File: src/rtl/fwd_pipe_pkg.sv
// ---------------------------------------------------------------------------
// Shared type definitions for the forwarding pipeline.
//
// common_pkg   : machine-wide word and register-address types.
// fwd_pipe_pkg : slot records for the E, M and W stages, plus a helper that
//                forms a forwarding-valid bit from a slot's fields.
//
// No ports (packages only).
// ---------------------------------------------------------------------------
package common_pkg;

  localparam int WORD_W      = 64;
  localparam int CREG_ADDR_W = 5;

  typedef logic [WORD_W-1:0]      word_t;
  typedef logic [CREG_ADDR_W-1:0] creg_addr_t;

endpackage : common_pkg

package fwd_pipe_pkg;

  import common_pkg::*;

  // Execute slot: the instruction whose ALU result is being produced this
  // cycle. Its data is not stored; it is the live exe_result input.
  typedef struct packed {
    logic       v;
    creg_addr_t dst;
    logic       wen;
    logic       ismem;
  } e_slot_t;

  // Memory slot: done is low while a load is still waiting for its data.
  typedef struct packed {
    logic       v;
    creg_addr_t dst;
    logic       wen;
    logic       ismem;
    logic       done;
    word_t      data;
  } m_slot_t;

  // Write-back slot: v already folds in wen and the r0 exclusion.
  typedef struct packed {
    logic       v;
    creg_addr_t dst;
    word_t      data;
  } w_slot_t;

  localparam int E_SLOT_W = $bits(e_slot_t);
  localparam int M_SLOT_W = $bits(m_slot_t);
  localparam int W_SLOT_W = $bits(w_slot_t);

  // Register 0 is hard-wired, so a write to it is never forwarded or retired.
  function automatic logic fwd_tag_valid(input logic v, input logic wen,
                                         input creg_addr_t dst);
    return v && wen && (dst != '0);
  endfunction

endpackage : fwd_pipe_pkg

File: src/rtl/fwd_pipe_slot_reg.sv
// ---------------------------------------------------------------------------
// fwd_slot_reg -- generic pipeline slot register.
//
// Holds a W-bit record. clr has priority and zeroes the whole record; en loads
// d; with neither asserted the record holds. Asynchronous active-low reset
// zeroes the record.
//
// Ports:
//   clk    in  1  rising-edge clock
//   rst_n  in  1  asynchronous active-low reset
//   en     in  1  load d on the next edge
//   clr    in  1  zero the record on the next edge (wins over en)
//   d      in  W  next record value
//   q      out W  current record value
// ---------------------------------------------------------------------------
module fwd_slot_reg #(
  parameter int W = 1
) (
  input  logic         clk,
  input  logic         rst_n,
  input  logic         en,
  input  logic         clr,
  input  logic [W-1:0] d,
  output logic [W-1:0] q
);

  logic [W-1:0] rec_q;
  logic [W-1:0] rec_d;

  always_comb begin
    rec_d = rec_q;
    if (clr) begin
      rec_d = '0;
    end else if (en) begin
      rec_d = d;
    end
  end

  always_ff @(posedge clk or negedge rst_n) begin
    if (!rst_n) begin
      rec_q <= '0;
    end else begin
      rec_q <= rec_d;
    end
  end

  assign q = rec_q;

endmodule : fwd_slot_reg

File: src/rtl/fwd_pipe.sv
// ---------------------------------------------------------------------------
// fwd_pipe -- three-slot (E, M, W) result-forwarding pipeline tracker.
//
// Tracks the destination tags and data of instructions in execute, memory and
// write-back so decode can forward operands, and retires results to the
// register file. A load sitting in M without its data stalls E and M; W sees
// a bubble for every stalled edge so the load retires exactly once.
//
// Issue handshake: an instruction is transferred on a rising edge where
// issue_valid && issue_ready are both high. issue_ready does not depend on
// issue_valid; the offerer may hold or change its offer freely while
// issue_ready is low, and nothing is consumed on such an edge.
//
// Ports:
//   clk, resetn            clock, asynchronous active-low reset
//   issue_valid/_dst/_wen/_ismem, issue_ready   instruction offer into E
//   flush                  kill the instruction in E (wins over issue)
//   exe_result             ALU result of the instruction in E (combinational)
//   mem_rdata, mem_rdata_valid                  load data for a waiting M
//   dstE/validE/ismemE/rdE forwarding view of E
//   dstM/validM/rdM        forwarding view of M
//   wb_valid/wb_dst/wb_data                     registered write-back from W
//
// WIDTH and RADDR must equal the common word_t / creg_addr_t widths; the slot
// records are built from those types.
// ---------------------------------------------------------------------------
module fwd_pipe
  import common_pkg::*;
  import fwd_pipe_pkg::*;
#(
  parameter int WIDTH = WORD_W,
  parameter int RADDR = CREG_ADDR_W
) (
  input  logic             clk,
  input  logic             resetn,
  input  logic             issue_valid,
  input  logic [RADDR-1:0] issue_dst,
  input  logic             issue_wen,
  input  logic             issue_ismem,
  output logic             issue_ready,
  input  logic             flush,
  input  logic [WIDTH-1:0] exe_result,
  input  logic [WIDTH-1:0] mem_rdata,
  input  logic             mem_rdata_valid,
  output logic [RADDR-1:0] dstE,
  output logic             validE,
  output logic             ismemE,
  output logic [WIDTH-1:0] rdE,
  output logic [RADDR-1:0] dstM,
  output logic             validM,
  output logic [WIDTH-1:0] rdM,
  output logic             wb_valid,
  output logic [RADDR-1:0] wb_dst,
  output logic [WIDTH-1:0] wb_data
);

  e_slot_t e_q, e_d;
  m_slot_t m_q, m_d;
  w_slot_t w_q, w_d;

  logic e_en, e_clr;
  logic m_en;
  logic w_clr;

  logic m_wait;
  logic issue_fire;

  // -------------------------------------------------------------------------
  // Stall and handshake
  // -------------------------------------------------------------------------
  assign m_wait      = m_q.v && m_q.ismem && !m_q.done;
  assign issue_ready = !m_wait && !flush;
  assign issue_fire  = issue_valid && issue_ready;

  // -------------------------------------------------------------------------
  // E slot: loads from issue on an accepted offer. Otherwise it empties on
  // every advancing edge, and also on any flush edge even while M stalls.
  // -------------------------------------------------------------------------
  always_comb begin
    e_d       = '0;
    e_d.v     = 1'b1;
    e_d.dst   = issue_dst;
    e_d.wen   = issue_wen;
    e_d.ismem = issue_ismem;
    e_en      = issue_fire;
    e_clr     = flush || (!m_wait && !issue_fire);
  end

  // -------------------------------------------------------------------------
  // M slot: advances from E when not stalled. While stalled it only changes
  // when the load data arrives. A flushed E instruction moves in as a bubble
  // so it can never reach write-back.
  // -------------------------------------------------------------------------
  always_comb begin
    m_d  = m_q;
    m_en = 1'b0;
    if (m_wait) begin
      if (mem_rdata_valid) begin
        m_d.data = mem_rdata;
        m_d.done = 1'b1;
        m_en     = 1'b1;
      end
    end else begin
      m_d.v     = e_q.v && !flush;
      m_d.dst   = e_q.dst;
      m_d.wen   = e_q.wen;
      m_d.ismem = e_q.ismem;
      m_d.done  = !e_q.ismem;
      m_d.data  = exe_result;
      m_en      = 1'b1;
    end
  end

  // -------------------------------------------------------------------------
  // W slot: samples M on every advancing edge; a stalled edge inserts a
  // bubble so a held load is retired only on the edge it leaves M.
  // -------------------------------------------------------------------------
  always_comb begin
    w_d      = '0;
    w_d.v    = fwd_tag_valid(m_q.v, m_q.wen, m_q.dst);
    w_d.dst  = m_q.dst;
    w_d.data = m_q.data;
    w_clr    = m_wait;
  end

  // -------------------------------------------------------------------------
  // Slot registers
  // -------------------------------------------------------------------------
  fwd_slot_reg #(.W(E_SLOT_W)) u_e_slot (
    .clk   (clk),
    .rst_n (resetn),
    .en    (e_en),
    .clr   (e_clr),
    .d     (e_d),
    .q     (e_q)
  );

  fwd_slot_reg #(.W(M_SLOT_W)) u_m_slot (
    .clk   (clk),
    .rst_n (resetn),
    .en    (m_en),
    .clr   (1'b0),
    .d     (m_d),
    .q     (m_q)
  );

  fwd_slot_reg #(.W(W_SLOT_W)) u_w_slot (
    .clk   (clk),
    .rst_n (resetn),
    .en    (1'b1),
    .clr   (w_clr),
    .d     (w_d),
    .q     (w_q)
  );

  // -------------------------------------------------------------------------
  // Forwarding and write-back outputs
  // -------------------------------------------------------------------------
  assign validE = fwd_tag_valid(e_q.v, e_q.wen, e_q.dst);
  assign dstE   = e_q.dst;
  assign ismemE = e_q.ismem;
  assign rdE    = exe_result;

  // A waiting load has no data yet, so it is not forwardable until done.
  assign validM = fwd_tag_valid(m_q.v, m_q.wen, m_q.dst) && m_q.done;
  assign dstM   = m_q.dst;
  assign rdM    = m_q.data;

  assign wb_valid = w_q.v;
  assign wb_dst   = w_q.dst;
  assign wb_data  = w_q.data;

endmodule : fwd_pipe

File: config.mk
export PLATFORM = sky130hd
export DESIGN_NAME = fwd_pipe
export DESIGN_NICKNAME = d
export VERILOG_FILES = /design/src/rtl/fwd_pipe_pkg.sv /design/src/rtl/fwd_pipe_slot_reg.sv /design/src/rtl/fwd_pipe.sv
export SDC_FILE = /design/constraint.sdc
export NUM_CORES = 1
export LEC_CHECK = 0
export ABC_AREA = 0
export BUFFER_PORTS_ARGS = -buffer_cell sky130_fd_sc_hd__buf_4
export CAP_MARGIN = 20
export CORE_MARGIN = 10
export CORE_UTILIZATION = 25
export DETAILED_ROUTE_END_ITERATION = 10
export PLACE_DENSITY_LB_ADDON = 0.1
export SYNTH_ARGS = -nofsm -noshare
export SYNTH_HDL_FRONTEND = slang
export SYNTH_SLANG_ARGS = --single-unit
File: constraint.sdc
create_clock -name clk -period 2.8 [get_ports clk]
set_clock_uncertainty 0.1 [all_clocks]
set_input_delay 0.14 -clock clk [delete_from_list [all_inputs] [get_ports clk]]
set_output_delay 0.14 -clock clk [all_outputs]
set_load 0.005 [all_outputs]
; ---- Word-level counts from Yosys, hierarchy flattened
; Index checks and enable logic that the tools add are counted.
[word_totals]
register_bits = 151
latchBits = 0
mem_bits_rw = 0
romBits = 0
input_bits = 140
out_inout_bits = 212
elab_cells = 35
memories = 0
[classes]
n_addsub = 0
n_mul = 0
div = 0
order_cmp = 0
eq_ne = 1
n_shift = 0
n_mux = 7
bitwise = 1
reduce_logical = 22
[op_table]
columns = op, n
row1 = $mux 65, 2
row2 = $mux 70, 1
row3 = $mux 8, 2
row4 = $logic_and 1x1->1, 11
row5 = $reduce_bool 5->1, 2
row6 = $logic_not 1->1, 5
row7 = $reduce_and 2->1, 2
row8 = $mux 1, 2
row9 = $ne 2x2->1 const B, 1
row10 = $reduce_bool 2->1, 1
row11 = $logic_or 1x1->1, 1
row12 = $not 1->1, 1

; ---- Longest topological paths before layout
; Gate-level depths: netlist (run 1).
[logic_depth]
depth_word = 9
ltp_mapped = 4
depth_no_buf = 2

; ---- Cells and area by module
; Synthesis (run 1) repeated with hierarchy kept, for this count alone.
[unflattened]
hier_cells = 719
area_unflattened_um2 = 8503.2
[by_module_without_submodules]
columns = mod, n_inst, cells_per_inst, area_each_um2
row1 = fwd_slot_reg at u_m_slot, 1, 235, 3022.9
row2 = fwd_slot_reg at u_w_slot, 1, 226, 2862.7
row3 = fwd_pipe, 1, 232, 2292.2
row4 = fwd_slot_reg at u_e_slot, 1, 26, 325.3

; ---- Worst setup path before layout (run 1)
; No wires, ideal clock.
[synth_path]
kind = register to register
from = register u_m_slot.rec_q[64] (netlist: u_m_slot.q[64])
to = register u_m_slot.rec_q[0] (netlist: u_m_slot.q[0])
setup_time_ns = 0.125
arrival_ns = 1.185
path_slack_ns = 1.390
path_stages_with_launch = 5
path_buffers = 2
path_cell_list = dfrtp_1 -> and3b_1 -> buf_4 -> buf_6 -> mux2_4
[synth_between]
elab_chain_len = 4
word_cells_on_any_way = 6
classes_between = eq/ne (1) / mux (2) / reduce/logical (3)
[synth_lines]
columns = item, line_no
row1 = from (decl), fwd_pipe_slot_reg.sv:27  ; logic [W-1:0] rec_q;
row2 = from (signal assigned), fwd_pipe_slot_reg.sv:43  ; rec_q <= rec_d;
row3 = $logic_not 1->1 *, fwd_pipe.sv:71  ; assign m_wait = m_q.v && m_q.ismem && !m_q.done;
row4 = $logic_and 1x1->1 *, fwd_pipe.sv:71
row5 = $ne 2x2->1 (no source line) / $mux 1 (equally long branches), n/a
row6 = $reduce_and 2->1 (no source line), n/a
; Mark *: on every way between the ends. The rest lies on a longest branch, timed or not.
; A chain may end at the register's enable or synchronous reset.

; ---- Worst setup path in the final report (run 1)
[layout_path]
from = register u_m_slot.rec_q[64] (netlist: u_m_slot.q[64])
to = register u_m_slot.rec_q[53] (netlist: u_m_slot.q[53])
; The elaborated chain is that of the path after synthesis.

==> metrics.txt, run 1 <==
# TYPE chip_impl_metric gauge
chip_impl_info{name="status",value="complete, no violations"} 1
chip_impl_metric{name="netlist_instances",unit=""} 556
chip_impl_metric{name="cellLeakagePower",unit="nW"} 5.62
chip_impl_metric{name="final.period_utilization",unit="%"} 81.6
chip_impl_metric{name="route.layer.met1.wl",unit="um"} 9300
chip_impl_metric{name="dieArea",unit="um2"} 38300
chip_impl_metric{name="setup_slack_after_placement",unit="ps"} 1000
chip_impl_metric{name="final_hold_viol_count",unit=""} 0
chip_impl_metric{name="numCtsBuffers",unit=""} 17
chip_impl_metric{name="final.hold.worst_slack",unit="ps"} 43.4
chip_impl_metric{name="required",unit="ps"} 3000
chip_impl_metric{name="drv_cap",unit=""} 0
chip_impl_info{name="root_buffer",value="clkbuf_16"} 1
chip_impl_metric{name="dr.pass1.iters",unit=""} 5
chip_impl_metric{name="timing.critical_path.arrival",unit="ps"} 2480
chip_impl_metric{name="synth.yosys.warnings",unit=""} 0
chip_impl_metric{name="die_h",unit="um"} 196
chip_impl_metric{name="ys_async_sr_fraction",unit="%"} 100
chip_impl_metric{name="via_count_of_the_first_global_routing_pass",unit=""} 5982
chip_impl_metric{name="syn-cell-area",unit="um2"} 7730
chip_impl_metric{name="avgRoutedWirePerCell",unit="um"} 18.3
chip_impl_info{name="timing.critical_path.from_type",value="flop"} 1
chip_impl_metric{name="synth-seq-area-share",unit="%"} 48.9
chip_impl_metric{name="dr_wl_met3",unit="um"} 1440
chip_impl_info{name="worstSetupEndpointType",value="flop"} 1
chip_impl_metric{name="max-slew-margin-rel",unit="%"} 57.6
chip_impl_metric{name="post_synth_mux_area_share",unit="%"} 26.4
chip_impl_metric{name="grt_antenna_before_repair",unit=""} 0
chip_impl_metric{name="ratio_of_cells_with_drive_above_1_in_the_final_layout",unit="%"} 55.9
chip_impl_metric{name="initial_utilization",unit="%"} 25.3
chip_impl_metric{name="synthDominantCellAreaShare",unit="%"} 48.9
chip_impl_metric{name="wirelength",unit="um"} 24300
chip_impl_metric{name="postcts_setup_bufs",unit=""} 0
chip_impl_metric{name="clock_insertion_delay_worst_skew",unit="ps"} 410
chip_impl_metric{name="ios",unit=""} 352
chip_impl_metric{name="fin_crit",unit="ps"} 2280
chip_impl_metric{name="ctsResizeCount",unit=""} 0
chip_impl_info{name="cts_tree",value="yes"} 1
chip_impl_info{name="path_class",value="reg -> reg"} 1
chip_impl_info{name="mostFrequentLayoutCell",value="buf_4"} 1
chip_impl_info{name="timing.critical_path.cells",value="and3b_4 > buf_12 > mux2_4 > dlygate4sd3_1"} 1
chip_impl_info{name="synth_top_family_by_area",value="multiplexers"} 1
chip_impl_info{name="timing.critical_path.slowest_stage_cell",value="dlygate4sd3_1"} 1
chip_impl_metric{name="avgViaCountPerCell",unit=""} 3.90
chip_impl_info{name="grt_setup_unrepaired",value="no"} 1
chip_impl_metric{name="area_growth_syn_to_layout",unit="%"} 52.1
chip_impl_metric{name="detail-route-antenna-nets",unit=""} 0
chip_impl_metric{name="coreArea",unit="um2"} 30500
chip_impl_metric{name="clk_transition_reported_paths",unit="ps"} 70
chip_impl_metric{name="total_of_endpoints_with_negative_setup_slack_in_the_final_report",unit=""} 0
chip_impl_metric{name="dp_hpwl",unit="um"} 17400
chip_impl_metric{name="grt_pass1_wl",unit="um"} 36900
chip_impl_metric{name="final.setup.worst_slack",unit="ps"} 516
chip_impl_metric{name="htree_num_levels",unit=""} 4
chip_impl_metric{name="route.met2.wl",unit="um"} 13200
chip_impl_metric{name="compound_cell_area_share_of_the_yosys_netlist",unit="%"} 0.291
chip_impl_metric{name="placement.io_buffers",unit=""} 351
chip_impl_metric{name="ys_seq_elements",unit=""} 151
chip_impl_metric{name="synth_fa_ha_area_share",unit="%"} 0
chip_impl_metric{name="std_cell_rows",unit=""} 64
chip_impl_metric{name="cts_buffer_depth",unit=""} 2
chip_impl_metric{name="critPathMaxStageDelay",unit="ps"} 570
chip_impl_metric{name="tightest_slew",unit="ps"} 636
chip_impl_metric{name="finish.net_count",unit=""} 1062
chip_impl_metric{name="vias",unit=""} 5192
chip_impl_metric{name="syn_avg_cell_area",unit="um2"} 13.9
chip_impl_metric{name="antenna_cells_inserted",unit=""} 0
chip_impl_metric{name="final-max-slew-violation-count",unit=""} 0
chip_impl_info{name="top_library_cells_by_usage_in_the_layout_fill_and_taps_aside",value="355 x buf_4, 151 x dlygate4sd3_1, 151 x dfrtp_1, 118 x mux2_4, 68 x and2_1"} 1
chip_impl_metric{name="clkSinkCount",unit=""} 151
chip_impl_metric{name="timing.critical_path.fanout_max",unit=""} 57
chip_impl_metric{name="totalNegativeSetupSlack",unit="ps"} 0
chip_impl_info{name="yosys-top-cells-area",value="dfrtp_1 49%, mux2_4 23%, buf_4 14%"} 1
chip_impl_metric{name="synth-xor-area-share",unit="%"} 0
chip_impl_metric{name="drc",unit=""} 0
chip_impl_metric{name="synth_edf_count",unit=""} 0
chip_impl_metric{name="grt.overflow.total",unit=""} 0
chip_impl_info{name="worstHoldPathType",value="in -> reg"} 1
chip_impl_metric{name="irDropWorstVdd",unit="mV"} 0.371
chip_impl_info{name="synth_top_cell_by_area",value="dfrtp_1"} 1
chip_impl_metric{name="yosysUniqueCellTypes",unit=""} 24
chip_impl_metric{name="holdBufCountCts",unit=""} 151
chip_impl_metric{name="synth.net_count",unit=""} 696
chip_impl_metric{name="grt_max_degree",unit=""} 66
chip_impl_info{name="yosys_most_used_dff",value="dfrtp_1"} 1
chip_impl_metric{name="yosys.area_share.simple",unit="%"} 7.63
chip_impl_metric{name="gp_congestion",unit=""} 0.725
chip_impl_metric{name="drt_iter0_drc",unit=""} 113
chip_impl_metric{name="die_w",unit="um"} 196
chip_impl_info{name="highest_layer",value="met4"} 1
chip_impl_metric{name="pwr_density_cell",unit="nW/um2"} 474
chip_impl_metric{name="gr-usage-all-layers",unit="%"} 12.4
chip_impl_metric{name="timing.fmax",unit="MHz"} 438
## critical path, delay by kind of cell, from the launching register on
kind / cells / cell delay [ps]
DFF: 1 / 390
muxes: 1 / 340
buffers and inverters: 2 / 940
and+or+nand+nor: 1 / 320
## synthesized netlist by cell type, types with 2 or more instances
| cell type | number |
|---|---|
| and2_1 | 68 |
| buf_12 | 5 |
| buf_4 | 140 |
| buf_6 | 8 |
| clkbuf_1 | 8 |
| dfrtp_1 | 151 |
| inv_1 | 2 |
| mux2_2 | 15 |
| mux2_4 | 118 |
| mux2i_1 | 9 |
| nand2_1 | 2 |
| nand2b_1 | 10 |
| nand3b_1 | 8 |
| nor2_1 | 2 |
## power breakdown
part           total, mW  internal (mW)  switching (mW)
sequential          2.35           2.29          0.0625
combinational      0.954          0.644           0.310
clock               2.26           1.26           0.999
total               5.57           4.20            1.37
## sequential cells by signal, summed over array words and instances (netlist names)
name        flops
u_e_slot.q      8
u_w_slot.q     70
u_m_slot.q     73
## path summary, 6_finish.rpt
path / startpoint / end / slack [ps] / cells past startpoint
setup / recovery: u_m_slot.q[64] / u_m_slot.q[53] / 520 / 4
hold / removal: flush / u_m_slot.q[72] / 40 / 3
setup reg to reg: u_m_slot.q[64] / u_m_slot.q[53] / 520 / 4
hold reg to reg: u_m_slot.q[0] / u_w_slot.q[0] / 400 / 1
max in group asynchronous: resetn / u_m_slot.q[1] / 1590 / 3
min in group asynchronous: resetn / u_w_slot.q[60] / 190 / 2
## kinds of logic after synthesis
logic type             after synthesis
AO/OA/AOI/OAI                        3
buffers and inverters              165
flip-flops                         151
multiplexers                       143
AND/OR/NAND/NOR                     94
## layout make-up
type	instances	area, um2
fill	2951	18800
timing repair buffer	510	4250
sequential	151	3780
multi-input combinational	240	2660
tap	396	495
clock buffer	20	447
clock inverter	12	119
inverter	2	7.51
## per-layer routing
layer | GRT usage (%) | up-vias
met2 | 22.7 | 161
li1 | - | 2432
met3 | 3.68 | 16
met4 | 4.36 | 0
met1 | 13.2 | 2583
met5 | 0 | -
## metrics by stage
stage / instance area, um2 / utilization [%] / cells / power (mW)
floorplan: 7730 / - / 556 / 2.81
global placement: 9680 / 31.7 / 1148 / 3.20
detailed placement: 9680 / 31.7 / 1148 / 3.21
CTS: 11800 / 38.5 / 1331 / 5.68
global route: 11800 / 38.5 / 1331 / 5.85
finish: 11800 / 38.5 / 1331 / 5.57
(Power assumes the default switching activity.)
==> inputs of run 2 (changes only) <==
==> constraint.sdc (replaced) <==
create_clock -name clk -period 2.1 [get_ports clk]
set_clock_uncertainty 0.1 [all_clocks]
set_input_delay 0.105 -clock clk [delete_from_list [all_inputs] [get_ports clk]]
set_output_delay 0.105 -clock clk [all_outputs]
set_load 0.005 [all_outputs]
==> metrics.txt, run 2 (synthesis results as in run 1) <==
# TYPE chip_impl_metric gauge
chip_impl_info{name="status",value="complete, no violations"} 1
chip_impl_metric{name="dp_hpwl",unit="um"} 17600
chip_impl_info{name="root_buffer",value="clkbuf_16"} 1
chip_impl_metric{name="area_growth_syn_to_layout",unit="%"} 54.2
chip_impl_metric{name="ios",unit=""} 352
chip_impl_info{name="worstHoldPathType",value="in -> async"} 1
chip_impl_metric{name="die_h",unit="um"} 196
chip_impl_metric{name="tightest_slew",unit="ps"} 532
chip_impl_metric{name="clkSinkCount",unit=""} 151
chip_impl_info{name="cts_tree",value="yes"} 1
chip_impl_metric{name="cts_buffer_depth",unit=""} 2
chip_impl_metric{name="ratio_of_cells_with_drive_above_1_in_the_final_layout",unit="%"} 55.9
chip_impl_metric{name="numCtsBuffers",unit=""} 17
chip_impl_info{name="top_library_cells_by_usage_in_the_layout_fill_and_taps_aside",value="353 x buf_4, 153 x dlygate4sd3_1, 151 x dfrtp_1, 118 x mux2_4, 68 x and2_1"} 1
chip_impl_metric{name="dr.pass1.iters",unit=""} 4
chip_impl_metric{name="die_w",unit="um"} 196
chip_impl_metric{name="antenna_cells_inserted",unit=""} 0
chip_impl_metric{name="pwr_density_cell",unit="nW/um2"} 653
chip_impl_metric{name="nFillCells",unit=""} 2971
chip_impl_metric{name="largest_register_ff_count",unit=""} 73
chip_impl_metric{name="totalNegativeSetupSlack",unit="ps"} 0
chip_impl_info{name="reg2reg_from",value="u_m_slot.q[64]"} 1
chip_impl_metric{name="final_hold_viol_count",unit=""} 0
chip_impl_info{name="timing.critical_path.from_type",value="primary input"} 1
chip_impl_metric{name="final-max-slew-violation-count",unit=""} 0
chip_impl_metric{name="coreArea",unit="um2"} 30500
chip_impl_metric{name="gr-usage-all-layers",unit="%"} 12.5
chip_impl_metric{name="drt_iter0_drc",unit=""} 165
chip_impl_metric{name="std_cell_rows",unit=""} 64
chip_impl_metric{name="timing.critical_path.fanout_max",unit=""} 17
chip_impl_metric{name="clk_transition_reported_paths",unit="ps"} 60
chip_impl_info{name="worstSetupEndpointType",value="flop"} 1
chip_impl_metric{name="grt.overflow.total",unit=""} 0
chip_impl_metric{name="vias",unit=""} 5124
chip_impl_metric{name="htree_num_levels",unit=""} 4
chip_impl_metric{name="multi_input_comb_area",unit="um2"} 2660
chip_impl_metric{name="grt_pass1_wl",unit="um"} 37500
chip_impl_metric{name="dieArea",unit="um2"} 38300
chip_impl_info{name="mostFrequentLayoutCell",value="buf_4"} 1
chip_impl_metric{name="timing.fmax",unit="MHz"} 501
chip_impl_metric{name="cellLeakagePower",unit="nW"} 5.70
chip_impl_metric{name="gp_congestion",unit=""} 0.735
chip_impl_metric{name="postcts_setup_bufs",unit=""} 0
chip_impl_info{name="timing.critical_path.from",value="flush"} 1
chip_impl_metric{name="initial_utilization",unit="%"} 25.3
chip_impl_metric{name="grt_max_degree",unit=""} 59
chip_impl_metric{name="timing.critical_path.arrival",unit="ps"} 2250
chip_impl_metric{name="drv_cap",unit=""} 0
chip_impl_metric{name="drc",unit=""} 0
chip_impl_metric{name="final.period_utilization",unit="%"} 95.0
chip_impl_info{name="path_class",value="in -> reg"} 1
chip_impl_metric{name="total_of_endpoints_with_negative_setup_slack_in_the_final_report",unit=""} 0
chip_impl_info{name="grt_setup_unrepaired",value="no"} 1
chip_impl_metric{name="avgRoutedWirePerCell",unit="um"} 18.4
chip_impl_metric{name="regArea",unit="um2"} 3780
chip_impl_metric{name="clock_insertion_delay_worst_skew",unit="ps"} 420
chip_impl_metric{name="detail-route-antenna-nets",unit=""} 0
chip_impl_metric{name="placement.io_buffers",unit=""} 351
chip_impl_metric{name="required",unit="ps"} 2350
chip_impl_metric{name="cell_count_of_the_worst_reg_to_reg_path",unit=""} 4
chip_impl_metric{name="avgViaCountPerCell",unit=""} 3.85
chip_impl_metric{name="via_count_of_the_first_global_routing_pass",unit=""} 6176
chip_impl_metric{name="irDropWorstVdd",unit="mV"} 0.501
chip_impl_metric{name="fin_crit",unit="ps"} 2000
chip_impl_metric{name="power.total",unit="mW"} 7.78
chip_impl_metric{name="wirelength",unit="um"} 24500
chip_impl_metric{name="grt_antenna_before_repair",unit=""} 0
chip_impl_metric{name="finish.net_count",unit=""} 1066
chip_impl_metric{name="max-slew-margin-rel",unit="%"} 64.5
## run 2: cell types whose count changed in the layout (fill, tap and decap cells not counted), sizes merged
cell         previous run  this run
bufinv                  1         5
clkinvlp                6         2
buf                   359       360
clkinv                  1         2
dlygate4sd3           151       153
clkbuf                 20        19
inv                     6         4
## run 2: repair_timing
action,in CTS,in global routing
endpoints found under the setup margin,0,1
resized for setup,0,1
hold endpoints to repair,123,0
hold buffers,153,0
## run 2: power breakdown
group	switching, mW	internal, mW	total [mW]
clock network	1.25	2.10	3.35
registers	0.0836	3.05	3.14
logic	0.425	0.865	1.29
## run 2: final cells by class
type / count / area share (%)
Inverter: 2 / 0.0630
Tap cell: 396 / 4.16
Sequential cell: 151 / 31.7
Clock buffer: 18 / 3.60
Multi-Input combinational cell: 240 / 22.3
Timing Repair Buffer: 514 / 36.5
Clock inverter: 11 / 1.68
## run 2: critical path, cell delays in order
cell	delay [ps]
dlygate4sd3_1	540
buf_4	180
nand3b_1	170
dlygate4sd3_1	560
mux2i_1	120
dlygate4sd3_1	570
## run 2: final timing paths
check | to | slack [ps]
hold / removal | u_w_slot.q[60] | 100
setup / recovery | u_e_slot.q[2] | 100
max in group asynchronous | u_m_slot.q[59] | 1030
setup reg to reg | u_e_slot.q[2] | 170
hold reg to reg | u_w_slot.q[56] | 410
min in group clk | u_m_slot.q[64] | 100
## run 2: metal layers
metal  part of all wire, %  track usage [%]
met4                   1.6             4.02
met3                   5.9             3.97
met1                    39             13.5
met5                     0                0
met2                    54             22.6
## run 2: stage by stage
stage          hold WS, ps  setup slack, ps  utilization (%)  std cells  cell area (um2)
6_report              98.6              104             39.1       1332            11900
5_1_grt                108             45.7             39.1       1332            11900
4_1_cts               85.5             74.1             38.9       1331            11900
3_5_place_dp          4.20              468             31.9       1149             9720
3_3_place_gp         -1.61              480             31.9       1149             9720
2_1_floorplan         -291              690                -        556             7730
==> inputs of run 3 (changes only) <==
--- a/config.mk
+++ b/config.mk
@@ -5,9 +5,11 @@
 export SDC_FILE = /design/constraint.sdc
 export NUM_CORES = 1
 export LEC_CHECK = 0
-export ABC_AREA = 0
+export ABC_AREA = 1
 export BUFFER_PORTS_ARGS = -buffer_cell sky130_fd_sc_hd__buf_4
 export CAP_MARGIN = 20
+export CELL_PAD_IN_SITES_DETAIL_PLACEMENT = 1
+export CELL_PAD_IN_SITES_GLOBAL_PLACEMENT = 1
 export CORE_MARGIN = 10
 export CORE_UTILIZATION = 25
 export DETAILED_ROUTE_END_ITERATION = 10
==> metrics.txt, run 3 <==
# TYPE chip_impl_metric gauge
chip_impl_info{name="status",value="complete, no violations"} 1
chip_impl_info{name="grt_setup_unrepaired",value="yes"} 1
chip_impl_metric{name="die_h",unit="um"} 189
chip_impl_info{name="worstSetupEndpointType",value="flop"} 1
chip_impl_metric{name="htree_num_levels",unit=""} 4
chip_impl_info{name="yosys_most_used_dff",value="dfrtp_1"} 1
chip_impl_metric{name="vias",unit=""} 6457
chip_impl_metric{name="finish.net_count",unit=""} 1278
chip_impl_metric{name="std_cell_rows",unit=""} 61
chip_impl_metric{name="avgRoutedWirePerCell",unit="um"} 18.6
chip_impl_metric{name="final.period_utilization",unit="%"} 96.2
chip_impl_metric{name="initial_utilization",unit="%"} 25.5
chip_impl_metric{name="final.hold.worst_slack",unit="ps"} 16.4
chip_impl_metric{name="clk_transition_reported_paths",unit="ps"} 70
chip_impl_metric{name="synth-seq-area-share",unit="%"} 53.0
chip_impl_metric{name="dr.pass1.iters",unit=""} 6
chip_impl_metric{name="synth.net_count",unit=""} 932
chip_impl_metric{name="detail-route-antenna-nets",unit=""} 0
chip_impl_metric{name="die_w",unit="um"} 189
chip_impl_metric{name="ios",unit=""} 352
chip_impl_metric{name="ys_seq_elements",unit=""} 151
chip_impl_metric{name="final.setup.worst_slack",unit="ps"} 79.0
chip_impl_metric{name="power.total",unit="mW"} 7.50
chip_impl_metric{name="yosysUniqueCellTypes",unit=""} 16
chip_impl_metric{name="drc",unit=""} 0
chip_impl_metric{name="fin_crit",unit="ps"} 2020
chip_impl_info{name="path_class",value="reg -> reg"} 1
chip_impl_info{name="timing.critical_path.from_type",value="flop"} 1
chip_impl_metric{name="pwr_density_cell",unit="nW/um2"} 673
chip_impl_metric{name="post_synth_mux_area_share",unit="%"} 0
chip_impl_metric{name="total_of_endpoints_with_negative_setup_slack_in_the_final_report",unit=""} 0
chip_impl_metric{name="wirelength",unit="um"} 28400
chip_impl_metric{name="synth_edf_count",unit=""} 0
chip_impl_info{name="synth_top_cell_by_area",value="dfrtp_1"} 1
chip_impl_metric{name="nFillCells",unit=""} 3258
chip_impl_metric{name="max-slew-margin-rel",unit="%"} 43.4
chip_impl_metric{name="cts_buffer_depth",unit=""} 2
chip_impl_metric{name="timing.critical_path.arrival",unit="ps"} 2270
chip_impl_metric{name="placement.io_buffers",unit=""} 351
chip_impl_metric{name="numCtsBuffers",unit=""} 17
chip_impl_info{name="netlist_top_cells_count",value="194 x nand3_1, 151 x dfrtp_1, 147 x buf_4, 98 x nand2_1, 77 x nor2_1"} 1
chip_impl_metric{name="netlist_instances",unit=""} 792
chip_impl_metric{name="drv_cap",unit=""} 0
chip_impl_metric{name="syn-cell-area",unit="um2"} 7130
chip_impl_metric{name="grt_max_degree",unit=""} 118
chip_impl_metric{name="irDropWorstVdd",unit="mV"} 0.415
chip_impl_metric{name="coreArea",unit="um2"} 27900
chip_impl_metric{name="final_hold_viol_count",unit=""} 0
chip_impl_metric{name="timing.fmax",unit="MHz"} 495
chip_impl_info{name="yosys-top-cells-area",value="dfrtp_1 53%, buf_4 15%, nand3_1 14%"} 1
chip_impl_metric{name="ys_async_sr_fraction",unit="%"} 100
chip_impl_metric{name="antenna_cells_inserted",unit=""} 0
chip_impl_metric{name="setup_slack_after_placement",unit="ps"} 512
chip_impl_metric{name="multi_input_comb_area",unit="um2"} 1760
chip_impl_metric{name="grt_antenna_before_repair",unit=""} 0
chip_impl_metric{name="regArea",unit="um2"} 3780
chip_impl_metric{name="syn_avg_cell_area",unit="um2"} 9.00
chip_impl_metric{name="final_core_utilization",unit="%"} 39.9
chip_impl_info{name="cts_tree",value="yes"} 1
chip_impl_info{name="synth.most_common_cell",value="nand3_1"} 1
chip_impl_metric{name="synthDominantCellAreaShare",unit="%"} 53.0
chip_impl_metric{name="clkSinkCount",unit=""} 151
chip_impl_metric{name="ratio_of_cells_with_drive_above_1_in_the_final_layout",unit="%"} 35.0
chip_impl_metric{name="synth.yosys.warnings",unit=""} 0
chip_impl_metric{name="avgViaCountPerCell",unit=""} 4.23
chip_impl_metric{name="timing.critical_path.fanout_max",unit=""} 85
chip_impl_metric{name="largest_register_ff_count",unit=""} 73
chip_impl_metric{name="compound_cell_area_share_of_the_yosys_netlist",unit="%"} 0.456
chip_impl_metric{name="gp_congestion",unit=""} 0.738
chip_impl_info{name="root_buffer",value="clkbuf_16"} 1
chip_impl_metric{name="required",unit="ps"} 2350
chip_impl_metric{name="via_count_of_the_first_global_routing_pass",unit=""} 7284
chip_impl_metric{name="area_growth_syn_to_layout",unit="%"} 56.4
chip_impl_metric{name="tightest_slew",unit="ps"} 849
chip_impl_info{name="synth_top_family_by_area",value="simple AND/OR/NAND/NOR gates"} 1
chip_impl_metric{name="dp_hpwl",unit="um"} 19700
chip_impl_info{name="top_library_cells_by_usage_in_the_layout_fill_and_taps_aside",value="359 x buf_4, 188 x nand3_1, 151 x dfrtp_1, 146 x dlygate4sd3_1, 98 x nand2_1"} 1
chip_impl_metric{name="gr-usage-all-layers",unit="%"} 15.7
chip_impl_metric{name="synth-xor-area-share",unit="%"} 0
chip_impl_metric{name="final-max-slew-violation-count",unit=""} 0
chip_impl_metric{name="synth_fa_ha_area_share",unit="%"} 0
chip_impl_metric{name="drt_iter0_drc",unit=""} 338
chip_impl_info{name="mostFrequentLayoutCell",value="buf_4"} 1
chip_impl_info{name="worstHoldPathType",value="in -> reg"} 1
chip_impl_metric{name="grt.overflow.total",unit=""} 0
chip_impl_metric{name="clock_insertion_delay_worst_skew",unit="ps"} 420
chip_impl_metric{name="cellLeakagePower",unit="nW"} 5.62
chip_impl_metric{name="dieArea",unit="um2"} 35700
chip_impl_metric{name="grt_pass1_wl",unit="um"} 44000
chip_impl_metric{name="yosys.area_share.simple",unit="%"} 23.7
-- run 3: cell types whose count changed in the layout (fill, tap and decap cells not counted), sizes merged, moves of 8 or more --
cell	before	now
and2	68	0
inv	4	78
mux2	134	0
mux2i	9	0
nand2	2	98
nand2b	10	0
nand3	1	194
nand3b	8	0
nor2	2	78
-- run 3: worst max-delay path, cell delays in order, from the launching register on --
cell and delay (ps):
dfrtp_1 410, nand2_1 110, nor2_4 140, clkbuf_16 340, nand3_1 120, nand3_1 110
dlygate4sd3_1 560
-- run 3: area by class of cell --
type | count | share of cell area, %
clock buffers | 19 | 3.88
clock inverters | 12 | 1.50
inverters | 74 | 2.49
multi-input cells | 384 | 15.8
flip-flops and latches | 151 | 33.9
well taps | 378 | 4.24
repair buffers | 510 | 38.2
-- run 3: kinds of logic after synthesis --
kind of cell / Yosys count
AND/OR/NAND/NOR: 378
buffers and inverters: 257
flip-flops: 151
AO/OA/AOI/OAI: 6
-- run 3: timing repair --
| item | in CTS | in global routing |
|---|---|---|
| gates resized for setup | 0 | 10 |
| hold buffers | 146 | 0 |
| buffers inserted | 0 | 0 |
| setup endpoints to repair | 0 | 20 |
| hold endpoints to repair | 152 | 0 |
-- run 3: layer usage --
metal | vias to the layer above | track usage (%) | wire (um)
met5 | - | 0 | 0
met4 | 0 | 4.27 | 409
met1 | 3140 | 18.1 | 11700
li1 | 3055 | - | -
met2 | 234 | 26.8 | 14100
met3 | 28 | 5.83 | 2240
-- run 3: path summary, 6_finish.rpt --
check	endpoint	startpoint	slack [ps]	depth (start not counted)
max	u_m_slot.q[50]	u_m_slot.q[72]	80	6
min	u_m_slot.q[14]	mem_rdata_valid	20	3
max reg2reg	u_m_slot.q[50]	u_m_slot.q[72]	80	6
min reg2reg	u_m_slot.q[66]	u_m_slot.q[66]	390	2
max in group asynchronous	u_w_slot.q[69]	resetn	1080	3
min in group asynchronous	u_w_slot.q[21]	resetn	100	2
-- run 3: power by group --
part / switching (mW) / leakage [nW] / internal [mW]
clock network: 1.34 / 0.283 / 1.89
logic: 0.464 / 3.54 / 0.671
registers: 0.0910 / 1.80 / 3.05
total: 1.89 / 5.62 / 5.61
-- run 3: through the flow --
step / setup TNS, ps / instances / instance area (um2)
global placement: 0 / 1351 / 9050
CTS: 0 / 1528 / 11100
finish: 0 / 1528 / 11100
floorplan: 0 / 792 / 7130
detailed placement: 0 / 1351 / 9050
global route: -93.8 / 1528 / 11100
